===== config.mk =====
export PLATFORM = sky130hd
export DESIGN_NAME = hwo_insn_stream
export DESIGN_NICKNAME = d
export VERILOG_FILES = /design/src/rtl/hwo_insn_stream.sv
export SDC_FILE = /design/constraint.sdc
export NUM_CORES = 2
export LEC_CHECK = 0
export CAP_MARGIN = 20
export CORE_MARGIN = 2
export CORE_UTILIZATION = 55
export DETAILED_ROUTE_END_ITERATION = 10
export PLACE_DENSITY = 0.74
export REMOVE_ABC_BUFFERS = 1
export SYNTH_ARGS = -nofsm -noshare
export SYNTH_HDL_FRONTEND = slang
export SYNTH_SLANG_ARGS = --single-unit
export TNS_END_PERCENT = 1

===== constraint.sdc =====
create_clock -name clk -period 6.1 [get_ports clk]
set_clock_uncertainty 0.15 [all_clocks]
set_input_delay 1.22 -clock clk [delete_from_list [all_inputs] [get_ports clk]]
set_output_delay 1.22 -clock clk [all_outputs]
set_load 0.02 [all_outputs]

===== src/rtl/hwo_insn_stream.sv =====
// Loadable instruction memory with a one-shot / loop / counted-repeat playback
// controller and a valid/ready output; drives NOP whenever no word is valid.
module hwo_insn_stream #(
   parameter int            DW    = 32,
   parameter int            DEPTH = 89,
   parameter int            AW    = 7,
   parameter logic [DW-1:0] NOP   = 32'h1500_0000
) (
   input  logic          clk,
   input  logic          rst,
   input  logic          wr_en,
   input  logic [AW-1:0] wr_addr,
   input  logic [DW-1:0] wr_data,
   input  logic          start,
   input  logic          stop,
   input  logic [1:0]    mode,
   input  logic [AW:0]   len,
   input  logic [7:0]    reps,
   output logic [DW-1:0] out_insn,
   output logic          out_valid,
   input  logic          out_ready,
   output logic [AW-1:0] out_idx,
   output logic          busy,
   output logic          done,
   output logic          err
);

   typedef enum logic {IDLE, RUN} state_t;

   localparam logic [AW:0] DEPTH_C = (AW+1)'(DEPTH);
   localparam logic [AW:0] ONE_C   = (AW+1)'(1);
   localparam logic [1:0]  M_LOOP  = 2'b01;
   localparam logic [1:0]  M_REP   = 2'b10;

   state_t        state_q;
   logic [AW-1:0] idx_q;
   logic [AW:0]   len_q;
   logic [7:0]    reps_q;
   logic [7:0]    pass_q;
   logic [1:0]    mode_q;
   logic          done_q;
   logic          err_q;
   logic [DW-1:0] mem_q [DEPTH];

   logic          run_w;
   logic          len_ok_w;
   logic          wr_ok_w;
   logic          wr_bad_w;
   logic          start_bad_w;
   logic          last_w;
   logic [7:0]    reps_d;

   assign run_w       = (state_q == RUN);
   assign len_ok_w    = (len != '0) && (len <= DEPTH_C);
   assign wr_ok_w     = wr_en && !run_w && ({1'b0, wr_addr} < DEPTH_C);
   assign wr_bad_w    = wr_en && !wr_ok_w;
   assign start_bad_w = start && !run_w && !len_ok_w;
   assign last_w      = ({1'b0, idx_q} == (len_q - ONE_C));
   // A repeat count of zero behaves as a single pass.
   assign reps_d      = (reps == 8'd0) ? 8'd1 : reps;

   // Memory has no reset so its contents survive a mid-run rst.
   always_ff @(posedge clk) begin
      if (wr_ok_w) mem_q[wr_addr] <= wr_data;
   end

   always_ff @(posedge clk or posedge rst) begin
      if (rst) begin
         state_q <= IDLE;
         idx_q   <= '0;
         len_q   <= '0;
         reps_q  <= '0;
         pass_q  <= '0;
         mode_q  <= '0;
         done_q  <= 1'b0;
         err_q   <= 1'b0;
      end else begin
         done_q <= 1'b0;
         err_q  <= wr_bad_w || start_bad_w;
         case (state_q)
            IDLE: begin
               if (start && len_ok_w) begin
                  state_q <= RUN;
                  idx_q   <= '0;
                  pass_q  <= 8'd1;
                  len_q   <= len;
                  reps_q  <= reps_d;
                  mode_q  <= mode;
               end
            end
            RUN: begin
               // stop wins over a simultaneous transfer; that word still counts as taken.
               if (stop) begin
                  state_q <= IDLE;
               end else if (out_ready) begin
                  if (!last_w) begin
                     idx_q <= idx_q + AW'(1);
                  end else if (mode_q == M_LOOP) begin
                     idx_q <= '0;
                  end else if (mode_q == M_REP && pass_q < reps_q) begin
                     idx_q  <= '0;
                     pass_q <= pass_q + 8'd1;
                  end else begin
                     state_q <= IDLE;
                     done_q  <= 1'b1;
                  end
               end
            end
            default: state_q <= IDLE;
         endcase
      end
   end

   assign out_valid = run_w;
   assign busy      = run_w;
   assign out_insn  = run_w ? mem_q[idx_q] : NOP;
   assign out_idx   = idx_q;
   assign done      = done_q;
   assign err       = err_q;

endmodule


==> Implementation_results.wiki <==
{| class="wikitable"
! Metric !! Value
|-
| Sw power || 0.0143 W
|-
| Post-Synth XOR/XNOR Area || less than 1%
|-
| Post-route antenna net violation count || 0
|-
| Final worst-path setup slack || -223 ps
|-
| Cell-by-cell trace of the critical path || buf_12 > buf_12 > mux4_2 > mux2_2 > o22ai_1 > o31ai_2 > buf_4 > o21ai_1 > a21oi_1 > clkdlybuf4s50_1
|-
| Tcrit/Tclk final || 104%
|-
| Standard cell core area || 200000 um2
|-
| Post-Syn Instances || 4823
|-
| Final-stage net count || about 5400
|-
| Initial antenna violation count || 24
|-
| Crit path DAT || 4950 ps
|-
| Per-cell routed wire length || 36.2 um
|-
| Area leader, netlist || edfxtp_1
|-
| Count of H-tree levels built during CTS || 5
|-
| Placement Rows || 164
|-
| Fraction of registers with async set or reset after synthesis || roughly 1.2%
|-
| Maximum count of clock buffers along a single path || 4
|-
| Effective utilization at floorplan || 55.4%
|-
| Cell type with the highest occurrence count on the critical path || buf_12
|-
| Static Leakage || 39.2 nW
|-
| CTS Buf Count || 299
|-
| Path class of the lowest-slack min-delay path || reg2reg
|-
| Unrepaired setup endpoints after global routing || yes
|-
| First-pass GRT wire length || between 400 and 500 mm
|-
| Biggest area contributors in the synthesized netlist || edfxtp_1 77%, mux4_2 17%, dfrtp_1 0.81%
|-
| Final Hold Fails || 0
|-
| WP data required || 4730 ps
|-
| Fraction of layout instances using a drive strength above 1 || a little under a third
|-
| Most instantiated flip-flop cell in the synthesis netlist || edfxtp_1
|-
| Area growth syn-to-layout || 14.2%
|-
| Least-Margin Pin Slew || 1170 ps
|-
| Synth Area in Simple Gates || just over 2%
|-
| Setup-violating endpoint count in the final report || 8
|-
| Compound-Gate Fraction of Synth Area || 1.38%
|-
| Number of vias per cell || approximately 6.8
|-
| Fraction of power consumed by the clock network || 34.1%
|-
| Mux share of post-synthesis cell area || 17.4%
|-
| Clock latency at the later pin of the worst-skew pair || approximately 910 ps
|-
| Worst setup path class || reg2out
|-
| Filler instances || 12700
|-
| DRC violation count after routing || 0
|-
| Die area || 206000 um2
|-
| Switching power as a share of total power || 28.1%
|-
| Headroom to the max-slew limit || 21.9%
|-
| Leading post-synthesis cells by instance count || 2848 x edfxtp_1, 830 x mux4_2, 211 x nand2_1
|-
| Minimum clock period || 6320 ps
|-
| CTS tree || done
|-
| DRC violation total after the first TritonRoute iteration || between 9000 and 10000
|-
| Setup TNS Final || -704 ps
|-
| Pin count of the biggest net entering global routing || 90
|-
| Slowest CP cell || dfrtp_4
|-
| Placed wire-length estimate after detailed placement || ~170 mm
|-
| Number of pins with negative max-slew slack in the final report || 0
|-
| Max Fclk || 158 MHz
|-
| Delay of the slowest critical-path stage || 730 ps
|-
| Power per cell area || between 400 and 500 nW/um2
|-
| Port Buffers || 105
|-
| Die X-Extent || 453 um
|-
| Post-synth EDFFs || around 2800
|-
| Sort of element at the end of the critical path || output pin
|-
| Top cell type's share of synthesized area || 77.0%
|-
| Maximum vdd drop || 475 uV
|-
| Maximum fanout count along the critical path || 36
|-
| 1st-pass router iterations || 5
|-
| Global-route total usage across every layer || 29.0%
|-
| Synthesized flop and latch total || 2884
|-
| Height of the die || 453 um
|-
| Post-CTS Hold Fix Bufs || 0
|-
| Reg clk slew, reported paths || 60 ps
|-
| Average cell area after synthesis || 23.0 um2
|-
| Sequential fraction of design power || 43.5%
|-
| Total grt overflow || 0
|-
| Number of global-route vias before repair || 55700
|-
| Total power after layout || 0.0509 W
|-
| Fraction of the mapped netlist area in adder cells || 0.113%
|-
| I/O pin count || 106
|-
| Cell variety after synth || 64
|-
| Final GP Congestion || 0.887
|-
| Share of synthesized area occupied by flip-flops and latches || 77.8%
|-
| Sinks on Clock Net || 2884
|-
| Status || finished, violations left
|-
| Max-cap violations || 0
|-
| Most frequently used cell type in the post-synthesis netlist || edfxtp_1
|-
| Netlist Area Pre-Place || 111000 um2
|-
| Violated checks || negative setup slack
|-
| Combinational family with the most area after synthesis || multiplexers
|-
| Logic gate share of total power || 22.5%
|-
| Detailed-route via count || ~56000
|-
| Number of warnings printed during yosys synthesis || 0
|-
| Cell at the root of the clock tree || clkbuf_16
|-
| Critical Path Start Type || flop
|-
| Total length of routed wires || 295 mm
|-
| Cell-internal power || 0.0366 W
|}
-- metal layers --
| metal | up-vias | wire length, um | track usage, % |
|---|---|---|---|
| li1 | 21400 | - | - |
| met1 | 29300 | 104000 | 40.4 |
| met2 | 4240 | 138000 | 44.2 |
| met3 | 730 | 37600 | 6.84 |
| met4 | 8 | 14900 | 12.9 |
| met5 | - | 46 | 0 |
-- power groups by stage --
| stage | sequential (W) | combinational, W | clock, W |
|---|---|---|---|
| 3_3_place_gp | 0.0225 | 0.0110 | 0 |
| 3_5_place_dp | 0.0225 | 0.0110 | 0 |
| 6_report | 0.0221 | 0.0114 | 0.0173 |
| 2_1_floorplan | 0.0231 | 0.00771 | 0 |
| 5_1_grt | 0.0221 | 0.0117 | 0.0182 |
| 4_1_cts | 0.0221 | 0.0112 | 0.0174 |
-- sequential cells by signal (all words and copies together), names as in the netlist --
name	flops
mem_q	2848
len_q	8
pass_q	8
reps_q	8
out_idx	7
mode_q	2
busy	1
done	1
err	1
-- placed cells by master, fill, tap and decap left out, types with 7 or more instances in the layout --
cell type,count
buf_4,283
a211oi_1,23
o22ai_1,17
edfxtp_1,2848
and3_1,25
clkdlybuf4s50_1,64
nand2_1,211
clkinv_1,66
clkinvlp_4,7
o21ai_0,68
nand4_1,7
diode_2,9
mux2i_1,57
a21oi_1,13
and2_1,10
dfrtp_1,28
o211ai_1,26
clkinv_2,38
clkbuf_1,55
nand3_1,23
a2111oi_0,10
ha_1,10
nor2_1,80
a31oi_1,24
clkbuf_16,304
mux4_2,830
inv_1,19
buf_12,40
bufinv_16,22
nor2_4,88
nor2b_1,9
nor3_1,26
buf_2,27
-- cells by family after synthesis --
| group | Yosys count |
|---|---|
| buf+inv | 286 |
| flops | 2884 |
| fa+ha+maj | 10 |
| xor+xnor | 8 |
| mux | 889 |
| simple gates | 513 |
| compound gates | 233 |
-- per-stage QoR --
stage / instances / instance area [um2] / utilization [%] / hold slack, ps / setup WS, ps
after floorplan: 4562 / 110000 / - / 311 / -25070
final: 8149 / 127000 / 63.3 / 370 / -223
after global placement: 7637 / 118000 / 58.7 / 359 / 461
after CTS: 8139 / 127000 / 63.3 / 379 / -65.2
after global routing: 8146 / 127000 / 63.3 / 425 / -169
after detailed placement: 7637 / 118000 / 58.7 / 361 / 439
-- cell type report --
type | instances | area (um2) | area share, %
Sequential cell | 2884 | 86400 | 68.2
Multi-Input combinational cell | 1653 | 24000 | 18.9
Clock inverter | 140 | 1230 | 0.972
Antenna cell | 9 | 22.5 | 0.0178
Tap cell | 2656 | 3320 | 2.62
Clock buffer | 361 | 7840 | 6.18
Timing Repair Buffer | 421 | 3820 | 3.01
Inverter | 25 | 104 | 0.0819
-- repair_timing --
action                                  in CTS  in global routing
endpoints found under the setup margin      27                 18
buffers inserted                             1                  0
gates resized for setup                     20                  7
cloned                                       0                  0
-- critical path: cells and delay by family (launching register included) --
family | cells | cell delay, ps
AOI/OAI and AO/OA | 4 | 1210
buffers and inverters | 4 | 1490
DFF | 1 | 730
muxes | 2 | 500
-- worst paths after layout --
path	from	end	slack, ps	depth (start not counted)
setup / recovery	out_idx[1]	out_insn[27]	-220	10
min in group asynchronous	rst	mode_q[0]	580	3
hold / removal	mode_q[0]	mode_q[0]	370	2
max in group asynchronous	rst	out_idx[3]	4820	3
setup reg to reg	busy	mem_q[74][17]	2100	7
hold reg to reg	mode_q[0]	mode_q[0]	370	2
(Power assumes the default switching activity.)
